## config.mk

```make
export PLATFORM = sky130hd
export DESIGN_NAME = jpeg_stream_drain
export DESIGN_NICKNAME = d
export VERILOG_FILES = /design/src/rtl/jpeg_soc_pkg.sv /design/src/rtl/word_unpacker.sv /design/src/rtl/jpeg_stream_drain.sv
export SDC_FILE = /design/constraint.sdc
export NUM_CORES = 1
export LEC_CHECK = 0
export BUFFER_PORTS_ARGS = -buffer_cell sky130_fd_sc_hd__buf_2
export CAP_MARGIN = 20
export CORE_AREA = 3 3 131 133
export CTS_CLUSTER_DIAMETER = 30
export DETAILED_ROUTE_END_ITERATION = 6
export DIE_AREA = 0 0 134 136
export PLACE_DENSITY = 0.68
export SLEW_MARGIN = 5
export SYNTH_ARGS = -nofsm -noshare
export SYNTH_HDL_FRONTEND = slang
export SYNTH_HIERARCHICAL = 1
export SYNTH_SLANG_ARGS = --single-unit
export TNS_END_PERCENT = 5
```

## constraint.sdc

```tcl
create_clock -name clk -period 6.5 [get_ports clk]
set_input_delay 1.3 -clock clk [delete_from_list [all_inputs] [get_ports clk]]
set_output_delay 1.3 -clock clk [all_outputs]
set_load 0.02 [all_outputs]
```

## src/rtl/jpeg_soc_pkg.sv

```systemverilog
// Shared constants and types for the JPEG SoC dual-port RAM and its port-2 drain.
package jpeg_soc_pkg;

    localparam int unsigned ADDROFFSET = 206800;
    localparam int unsigned CTRL_ADDR  = 411698;
    localparam int unsigned LEN_ADDR   = 411699;
    localparam int unsigned BUF_FULL   = 1;
    localparam int unsigned BUF_FREE   = 0;
    localparam int unsigned BUF_DEPTH  = 1200;

    typedef enum logic [2:0] {
        IDLE,
        LEN,
        FETCH,
        SEND,
        RELEASE
    } drain_state_t;

endpackage

```

## src/rtl/word_unpacker.sv

```systemverilog
// Holds one fetched 32-bit RAM word and presents it little-endian, one byte at a time.
module word_unpacker (
    input  logic        clk,
    input  logic        rst_n,
    input  logic        load_i,
    input  logic [31:0] word_i,
    input  logic        advance_i,
    output logic [7:0]  byte_o,
    output logic        last_of_word_o
);

    logic [31:0] word_q, word_d;
    logic [1:0]  byte_sel_q, byte_sel_d;

    // A load restarts at byte 0; an accepted byte steps to the next lane, otherwise the byte is held.
    always_comb begin
        word_d     = word_q;
        byte_sel_d = byte_sel_q;
        if (load_i) begin
            word_d     = word_i;
            byte_sel_d = 2'd0;
        end else if (advance_i) begin
            byte_sel_d = byte_sel_q + 2'd1;
        end
    end

    // Word and lane registers, cleared so the output byte reads zero out of reset.
    always_ff @(posedge clk or negedge rst_n) begin
        if (!rst_n) begin
            word_q     <= '0;
            byte_sel_q <= 2'd0;
        end else begin
            word_q     <= word_d;
            byte_sel_q <= byte_sel_d;
        end
    end

    assign byte_o         = word_q[{byte_sel_q, 3'b000} +: 8];
    assign last_of_word_o = (byte_sel_q == 2'd3);

endmodule

```

## src/rtl/jpeg_stream_drain.sv

```systemverilog
// Port-2 consumer of the shared frame RAM: waits for a full buffer, streams its bytes
// out over valid/ready, then hands the buffer back to the CPU by clearing the status word.
module jpeg_stream_drain
    import jpeg_soc_pkg::*;
#(
    parameter int unsigned WIDTH      = 32,
    parameter int unsigned DEPTH      = jpeg_soc_pkg::BUF_DEPTH,
    parameter int unsigned ADDROFFSET = jpeg_soc_pkg::ADDROFFSET,
    parameter int unsigned CTRL_ADDR  = jpeg_soc_pkg::CTRL_ADDR,
    parameter int unsigned LEN_ADDR   = jpeg_soc_pkg::LEN_ADDR
) (
    input  logic             clk,
    input  logic             rst_n,
    input  logic             enable,
    output logic [WIDTH-1:0] address,
    output logic [WIDTH-1:0] wdata,
    output logic             enw,
    input  logic [WIDTH-1:0] rdata,
    output logic [7:0]       m_data,
    output logic             m_valid,
    input  logic             m_ready,
    output logic             m_last,
    output logic             busy,
    output logic             frame_done
);

    localparam logic [WIDTH-1:0] MAX_BYTES = WIDTH'(DEPTH * 4);
    localparam logic [WIDTH-1:0] ONE       = WIDTH'(1);

    drain_state_t     state_q, state_d;
    logic [WIDTH-1:0] word_idx_q, word_idx_d;
    logic [WIDTH-1:0] bytes_left_q, bytes_left_d;

    logic unpack_load;
    logic unpack_advance;
    logic unpack_last_of_word;

    assign unpack_load    = (state_q == FETCH);
    assign unpack_advance = (state_q == SEND) && m_ready;

    word_unpacker u_unpacker (
        .clk            (clk),
        .rst_n          (rst_n),
        .load_i         (unpack_load),
        .word_i         (rdata[31:0]),
        .advance_i      (unpack_advance),
        .byte_o         (m_data),
        .last_of_word_o (unpack_last_of_word)
    );

    // Next-state, counter updates and RAM/stream outputs, all decoded from registered state
    // so the RAM port sees a stable address and write strobe for the whole slow cycle.
    always_comb begin
        state_d      = state_q;
        word_idx_d   = word_idx_q;
        bytes_left_d = bytes_left_q;
        address      = WIDTH'(CTRL_ADDR);
        wdata        = '0;
        enw          = 1'b0;
        frame_done   = 1'b0;
        m_valid      = 1'b0;
        m_last       = 1'b0;
        busy         = (state_q != IDLE);

        case (state_q)
            IDLE: begin
                if (enable && (rdata == WIDTH'(BUF_FULL))) begin
                    state_d = LEN;
                end
            end
            LEN: begin
                address      = WIDTH'(LEN_ADDR);
                bytes_left_d = (rdata > MAX_BYTES) ? MAX_BYTES : rdata;
                word_idx_d   = '0;
                state_d      = (rdata == '0) ? RELEASE : FETCH;
            end
            FETCH: begin
                address    = WIDTH'(ADDROFFSET) + word_idx_q;
                word_idx_d = word_idx_q + ONE;
                state_d    = SEND;
            end
            SEND: begin
                m_valid = 1'b1;
                m_last  = (bytes_left_q == ONE);
                if (m_ready) begin
                    bytes_left_d = bytes_left_q - ONE;
                    if (bytes_left_q == ONE) begin
                        state_d = RELEASE;
                    end else if (unpack_last_of_word) begin
                        state_d = FETCH;
                    end
                end
            end
            RELEASE: begin
                wdata      = WIDTH'(BUF_FREE);
                enw        = 1'b1;
                frame_done = 1'b1;
                state_d    = IDLE;
            end
            default: begin
                state_d = IDLE;
            end
        endcase
    end

    // State and frame counters; reset abandons any frame in flight without touching the RAM.
    always_ff @(posedge clk or negedge rst_n) begin
        if (!rst_n) begin
            state_q      <= IDLE;
            word_idx_q   <= '0;
            bytes_left_q <= '0;
        end else begin
            state_q      <= state_d;
            word_idx_q   <= word_idx_d;
            bytes_left_q <= bytes_left_d;
        end
    end

endmodule

```

* Yosys cells after proc, flatten, opt, wreduce, memory -nomap -nowiden
Index checks and enable logic that the tools add are counted.
** Word-level totals
- Bits in registers :: 101
- Latch bits :: 0
- Bits in writable memories :: 0
- ROM bits :: 0
- Bits of input ports :: 36
- Output and inout bits :: 77
- Word-level logic and storage cells :: 47
- Memories kept :: 0
** Cells by class
- $add $sub $neg :: 4
- $mul :: 0
- Divide/modulo/power cells :: 0
- Magnitude comparators :: 1
- Equality and inequality tests :: 10
- Shift operators :: 1
- Muxes and demuxes :: 16
- Bitwise operators :: 0
- Reduce and logical (&&, ||, !) cells :: 10
** Operators with widths (count)
- 32-bit one-hot mux with 2 select lines :: 3
- 32-bit by 1-bit equality test with 1-bit output (second input constant) :: 2
- 32-bit 2-to-1 mux :: 2
- 18-bit by 32-bit adder with 32-bit output (first input constant) :: 1
- 32-bit by 1-bit adder with 32-bit output (second input constant) :: 1
- 32-bit by 13-bit > comparator with 1-bit output (second input constant) :: 1
- 32-bit zero test :: 1
- 32-bit by 6-bit indexed part select with 8-bit output :: 1
- 32-bit by 1-bit subtractor with 32-bit output (second input constant) :: 1
- 3-bit 2-to-1 mux :: 5
- 3-bit one-hot mux with 4 select lines :: 1
- 3-bit by 2-bit equality test with 1-bit output (second input constant) :: 2
- 2-bit nonzero test :: 3
- 2-bit 2-to-1 mux :: 2
- 2-bit != test (second input constant) :: 2
- 3-bit by 1-bit equality test with 1-bit output (second input constant) :: 1
- 3-bit equality test (second input constant) :: 1
- 3-bit zero test :: 1
- 1-bit 2-to-1 mux :: 3
- 3-bit by 1-bit != test with 1-bit output (second input constant) :: 1
- 3-bit AND reduction :: 1
- 3-bit nonzero test :: 1
- 2-bit by 1-bit adder with 2-bit output (second input constant) :: 1
- 2-bit equality test (second input constant) :: 1
- other kinds (2) :: 3

* Logic depth before layout (Yosys ltp)
Gate-level depths: netlist of run 1.
- Word-level depth :: 5
- Gate-level depth with buffers :: 10
- Mapped depth without buffers :: 8

* Cells and area by module
The synthesis of run 1 kept the hierarchy.
** Modules (own cells, without submodules)
- jpeg_stream_drain :: instances 1, cells each 588, area an instance 4788.3 um^2, seq. area each 1676.6 um^2
- word_unpacker :: instances 1, cells each 85, area an instance 1485.2 um^2, seq. area each 850.8 um^2

* Least setup slack after synthesis of run 1
OpenSTA, ideal clock, no wires.
- Path type :: reg-to-output
- Start point :: register word_idx_q[11]
- End point :: output port address[31]
- Arrival time :: 2.239 ns
- Data required time :: 5.200 ns
- Setup slack :: 2.961 ns
- Stages on the path, launching flop included :: 7
- Buffers on the path :: 1
- Cells stage by stage :: dfrtp_1 clkbuf_1 nand2_1 a2111oi_0 nor2_1 or4_1 a21oi_1
** On the way
- Longest elaborated chain between the ends :: 2
** Ends and longest elaborated chain
- start: declaration :: RTL line jpeg_stream_drain.sv:31 : logic [WIDTH-1:0] word_idx_q, word_idx_d;
- start signal: assignment :: RTL line jpeg_stream_drain.sv:114 : word_idx_q <= word_idx_d;
- 18-bit by 32-bit adder with 32-bit output :: RTL line jpeg_stream_drain.sv:78 : address = WIDTH'(ADDROFFSET) + word_idx_q;
- 32-bit one-hot mux with 2 select lines :: RTL line jpeg_stream_drain.sv:65 : case (state_q)
- end: declaration :: RTL line jpeg_stream_drain.sv:15 : output logic [WIDTH-1:0] address,
Every way passes these cells.

* Worst setup path after layout of run 1
- Start point :: register word_idx_q[8]
- End point :: output port address[31]
Same word-level chain as after synthesis.

==> results.yml, run 1 <==
floorplan:
  initial_utilization: 0.394
  rows: 46
  coreArea_sq_um: 15900
  num_io_pins: 113
  die_area_sq_um: 18200
  die_h_um: 136
  die_w_um: 134
timing:
  period_share: 0.651
  final_hold_viol_count: 0
  clock.fmax_ghz: 0.236
  clock_skew_ns: 0.00663
  finalSetupViolations: 0
  final.min_clock_period_ns: 4.23
  slew-limit-headroom: 0.276
  tns_ns: 0
  tightest_slew_ns: 1.09
  final_max_slew_viol_count: 0
  hold_ws_ns: 0.474
  rsz0062_at_grt: "no"
synthesis:
  synth_area_leaders: "dfrtp_1 40%, mux2_2 5.9%, buf_4 4.1%"
  seq_area_frac_synth: 0.403
  synth_edf_count: 0
  synth.distinct_cells: 67
  synth-seq-cells: 101
  postSynth.asyncResetShare: 1.00
  yosysMostFrequentCell: "dfrtp_1"
  yosysTopAreaCellShare: 0.403
  synth_ff_type: "dfrtp_1"
  ys_warn_count: 6
  synthTopCellsByCount: "101 x dfrtp_1, 62 x nand2_1, 58 x nor2_1"
  avgSynthCellArea_sq_um: 9.32
  synthesis.area_sq_um: 6270
  yosys.area.top_type: "dfrtp_1"
  synth_cells: 673
clock_network:
  cts_resized: 0
  cts_htree_levels: 3
  path_clk_slew_ns: 0.07
  clockBufferDepth: 2
  cts_num_sinks: 101
  hold_buffers: 0
  postCtsSetupRepairBufs: 0
  cts_tree: "built"
  clk_latency_ns: 0.35
  cts_made_buffers: 9
  root_buffer: "clkbuf_16"
pwr:
  power_frac_comb: 0.361
  power.switching_w: 0.000839
  p_leak_nw: 2.94
  p_sw_frac: 0.374
  clkPwrFrac: 0.236
  p_int_w: 0.00141
  ir_drop_v: 0.000229
  seqPwrFrac: 0.403
  p_per_area_nw_per_um2: 324
grt:
  grt_max_degree: 60
  grt_pass1_wl_mm: 25.5
  antenna_found_initial: 0
  grt_pass1_vias: 4942
  gr-usage-all-layers: 0.170
  gr-total-overflow: 0
critical_path:
  cp.arrival_ns: 2.93
  path_delay_family: "simple AND/OR/NAND/NOR gates"
  critPathMaxStageDelay_ns: 0.66
  crit_type: "reg2out"
  cp_cell_sequence: "nor4_1 > a2111oi_0 > nor2_1 > or4_1 > a21oi_1 > buf_2"
  critPathSlowestCell: "a2111oi_0"
  cp_max_fo: 14
  cp_data_required_time_ns: 5.20
  startpoint_type: "flop"
  crit_path_end_kind: "output pin"
  crit_buf_inv: 1
layout:
  fillCellCount: 1586
  num_antenna_cells: 0
  fin_nets: 766
  drive_gt1_frac: 0.221
  areaGrowthSynthToFinish_pct: 10.6
drt:
  viasPerCell: 5.53
  drcViolationCount: 0
  ant_nets: 0
  routed_wl_mm: 15.0
  dr.pass1.iters: 5
  via_count: 5232
  wire_per_inst_um: 15.8
  drtIter0Drc: 373
worst_hold_path:
  hold_path_class: "reg2reg"
run:
  max-cap-violations: 0
placed_design:
  gp_congestion: 0.800
  detailed_place_hpwl_mm: 10.7
  io_buffers: 80
run_status:
  run_status: "completed"
==> metal layers <==
| layer | share of wire | global-route usage |
|---|---|---|
| met4 | 0.0095 | 0.0377 |
| met3 | 0.057 | 0.0370 |
| met5 | 0 | 0 |
| met2 | 0.47 | 0.279 |
| met1 | 0.47 | 0.231 |
==> placed cells by master, fill, tap and decap left out, types with 16 or more instances in the layout <==
cell type,netlist,layout
dfrtp_1,101,101
buf_2,5,79
nand2_1,62,62
nor2_1,58,58
o21ai_0,43,43
mux2_2,33,33
conb_1,1,32
a21oi_1,24,24
nand3_1,24,24
nor3_1,22,22
nor4_1,18,18
nand4_1,18,18
xor2_1,16,16
==> final cells by class <==
cell class              instances  area (sq um)  share of cell area
clock buffers                   9           225              0.0325
clock inverters                 7          62.6             0.00902
inverters                      11          41.3             0.00595
multi-input cells             517          3370               0.486
flip-flops and latches        101          2530               0.364
well taps                     216           270              0.0390
repair buffers                 85           440              0.0635
==> flip-flops by register name (all words and copies together), names as in the netlist <==
signal	count
u_unpacker/word_q	32
state_q	3
word_idx_q	32
bytes_left_q	32
u_unpacker/byte_sel_q	2
==> per-stage QoR <==
step | total power [W] | setup slack [ns] | instance area [sq um] | util | std cells
finish | 0.00224 | 2.27 | 6940 | 0.435 | 946
global route | 0.00239 | 1.93 | 6940 | 0.435 | 946
CTS | 0.00227 | 2.25 | 6940 | 0.435 | 946
detailed placement | 0.00173 | 2.63 | 6650 | 0.417 | 930
global placement | 0.00171 | 2.61 | 6650 | 0.417 | 930
floorplan | 0.00153 | 2.96 | 6390 | - | 704
==> path summary, 6_finish.rpt <==
path	start	end	slack, ns	cells past startpoint
max	word_idx_q[8]$_DFFE_PN0P_	address[31]	2.27	6
min	bytes_left_q[26]$_DFFE_PN0P_	bytes_left_q[26]$_DFFE_PN0P_	0.47	1
max reg2reg	state_q[0]$_DFFE_PN0P_	bytes_left_q[26]$_DFFE_PN0P_	3.13	8
min reg2reg	bytes_left_q[26]$_DFFE_PN0P_	bytes_left_q[26]$_DFFE_PN0P_	0.47	1
max in group asynchronous	rst_n	u_unpacker/word_q[11]$_DFFE_PN0P_	4.39	2
min in group asynchronous	rst_n	word_idx_q[11]$_DFFE_PN0P_	0.94	1
==> power by group through the flow <==
stage                     Clock, W  Combinational [W]  Sequential (W)
after floorplan                  0           0.000675        0.000853
after global placement           0           0.000799        0.000909
after detailed placement         0           0.000811        0.000915
after CTS                 0.000547           0.000816        0.000903
after global routing      0.000573           0.000887        0.000929
final                     0.000531           0.000810        0.000904
==> kinds of logic after synthesis <==
group / Yosys count / share of synthesized area
flops: 101 / 0.403
other cells: 1 / 0.000598
buf+inv: 86 / 0.0788
compound gates: 148 / 0.161
fa+ha+maj: 5 / 0.00997
simple gates: 255 / 0.206
mux: 54 / 0.109
xor+xnor: 23 / 0.0321
Note: power is estimated with default switching activity, not from simulation.
==> run 2, diff against run 1 <==
ABC_AREA = 1   (was not set)
CORE_AREA = 3 3 143 145   (was 3 3 131 133)
DIE_AREA = 0 0 146 148   (was 0 0 134 136)
PLACE_DENSITY = 0.69   (was 0.68)
clock period = 3.4 ns   (was 6.5 ns; I/O delays follow)
==> results.yml, run 2 <==
synthesis:
  synth_area_leaders: "dfrtp_1 34%, nand2_1 15%, nor2_1 8.1%"
  synth_ff_type: "dfrtp_1"
  yosysMostFrequentCell: "nand2_1"
  postSynth.asyncResetShare: 1.00
  yosysTopAreaCellShare: 0.340
  avgSynthCellArea_sq_um: 6.46
  synth-seq-cells: 101
  ys_warn_count: 6
  synth_cells: 1152
  synthTopCellsByCount: "307 x nand2_1, 161 x nor2_1, 148 x inv_1"
  synth.distinct_cells: 44
  synth_edf_count: 0
  synthesis.area_sq_um: 7440
  yosys.area.top_type: "dfrtp_1"
  seq_area_frac_synth: 0.340
clock_network:
  cts_htree_levels: 3
  cts_resized: 0
  cts_tree: "built"
  postCtsSetupRepairBufs: 0
  cts_num_sinks: 101
  clockBufferDepth: 2
  clk_latency_ns: 0.36
  path_clk_slew_ns: 0.07
  hold_buffers: 0
  cts_made_buffers: 9
  root_buffer: "clkbuf_16"
floorplan:
  die_w_um: 146
  coreArea_sq_um: 19300
  initial_utilization: 0.385
  die_area_sq_um: 21600
  rows: 51
  num_io_pins: 113
  die_h_um: 148
layout:
  final_cell_mix: "307 x nand2_1, 161 x nor2_1, 148 x inv_1, 112 x nand3_1, 102 x o21ai_0"
  final_common_cell: "nand2_1"
  reg_top3: "bytes_left_q (32), u_unpacker/word_q (32), word_idx_q (32)"
  drive_gt1_frac: 0.115
  num_antenna_cells: 0
  areaGrowthSynthToFinish_pct: 10.2
  fin_nets: 1259
grt:
  gr-total-overflow: 0
  grt_max_degree: 66
  antenna_found_initial: 0
  grt_pass1_wl_mm: 34.3
  gr-usage-all-layers: 0.192
  grt_pass1_vias: 7027
timing:
  final.min_clock_period_ns: 3.01
  finalSetupViolations: 0
  slew-limit-headroom: 0.501
  final_hold_viol_count: 0
  clock_skew_ns: 0.00956
  clock.fmax_ghz: 0.332
  tns_ns: 0
  period_share: 0.885
  tightest_slew_ns: 0.747
  finalWorstSetupSlack_ns: 0.391
  rsz0062_at_grt: "no"
  final_max_slew_viol_count: 0
critical_path:
  path_delay_family: "simple AND/OR/NAND/NOR gates"
  cp_data_required_time_ns: 2.72
  startpoint_type: "flop"
  crit_path_end_kind: "output pin"
  cp_max_fo: 11
  rr_worst_depth: 7
  critPathSlowestCell: "dfrtp_1"
  worst_path_most_repeated_cell: "nand2_1"
  crit_type: "reg2out"
  cp.depth: 11
  crit_buf_inv: 3
  critPathMaxStageDelay_ns: 0.44
  cp.arrival_ns: 2.33
  cp_cell_sequence: "ha_1 > inv_1 > nand2_1 > nor2_2 > inv_1 > nand2_1 > nand2_1 > nand3_1 > nor2_1 > nor2_1 > buf_2"
pwr:
  ir_drop_v: 0.000220
  p_sw_frac: 0.383
  power_frac_comb: 0.330
  p_per_area_nw_per_um2: 488
  clkPwrFrac: 0.273
  p_leak_nw: 4.01
  seqPwrFrac: 0.397
  power.switching_w: 0.00153
  p_int_w: 0.00247
drt:
  drtIter0Drc: 542
  ant_nets: 0
  viasPerCell: 4.95
  via_count: 7363
  wire_per_inst_um: 13.7
  dr.pass1.iters: 7
  drcViolationCount: 9
  routed_wl_mm: 20.4
run_status:
  violations: "DRC"
  run_status: "finished, violations left"
run:
  max-cap-violations: 0
placed_design:
  post-place-ws_ns: 0.785
  gp_congestion: 0.940
  detailed_place_hpwl_mm: 15.3
  io_buffers: 80
worst_hold_path:
  hold_path_class: "in2async"
-- run 2: worst paths after layout --
check	endpoint	slack, ns	from
setup / recovery	address[30]	0.39	word_idx_q[4]$_DFFE_PN0P_
hold / removal	bytes_left_q[10]$_DFFE_PN0P_	0.36	rst_n
setup reg to reg	u_unpacker/byte_sel_q[1]$_DFFE_PN0P_	1.24	state_q[0]$_DFFE_PN0P_
hold reg to reg	bytes_left_q[31]$_DFFE_PN0P_	0.51	bytes_left_q[31]$_DFFE_PN0P_
max in group asynchronous	u_unpacker/word_q[0]$_DFFE_PN0P_	2.29	rst_n
min in group clk	bytes_left_q[31]$_DFFE_PN0P_	0.51	bytes_left_q[31]$_DFFE_PN0P_
-- run 2: area by class of cell --
cell class | count | area, sq um
fillers | 2060 | 11100
multi-input cells | 861 | 3960
flip-flops and latches | 101 | 2530
inverters | 156 | 596
repair buffers | 89 | 470
well taps | 265 | 332
clock buffers | 11 | 253
clock inverters | 4 | 55.1
-- run 2: cells by family (layout without fill, tap and decap cells) --
kind of cell	after synthesis	in the layout	share of synthesized area
other	1	32	0.000504
flip-flops	101	101	0.340
buffers and inverters	221	260	0.143
AO/OA/AOI/OAI	162	162	0.117
AND/OR/NAND/NOR	648	648	0.375
XOR/XNOR	14	14	0.0165
adder cells (fa/ha/maj)	5	5	0.00841
-- run 2: through the flow --
stage          instance area [sq um]  hold slack (ns)  power [W]   util  cells
2_1_floorplan                   7550            0.384    0.00258      -   1183
3_3_place_gp                    7890            0.488    0.00289  0.408   1472
3_5_place_dp                    7890            0.497    0.00293  0.408   1472
4_1_cts                         8200            0.376    0.00404  0.424   1487
5_1_grt                         8200            0.407    0.00428  0.424   1487
6_report                        8200            0.363    0.00400  0.424   1487
-- run 2: power by group through the flow --
stage / Combinational (W) / Clock (W) / Sequential, W
CTS: 0.00133 / 0.00112 / 0.00159
global route: 0.00150 / 0.00116 / 0.00162
finish: 0.00132 / 0.00109 / 0.00159
floorplan: 0.00101 / 0 / 0.00157
global placement: 0.00130 / 0 / 0.00160
detailed placement: 0.00132 / 0 / 0.00161
-- run 2: worst register-to-register path, delay by kind of cell (launching register included) --
kind | cells | cell delay (ns)
flops | 1 | 0.47
buf+inv | 3 | 1.07
compound gates | 1 | 0.08
simple gates | 3 | 0.42
-- run 2: routing by layer --
layer / wire (um) / vias up / track usage / share of wire
met5: 0 / - / 0 / 0
met4: 442 / 0 / 0.0546 / 0.022
met3: 959 / 35 / 0.0340 / 0.047
met2: 9680 / 214 / 0.330 / 0.47
met1: 9310 / 3383 / 0.249 / 0.46
li1: - / 3731 / - / -
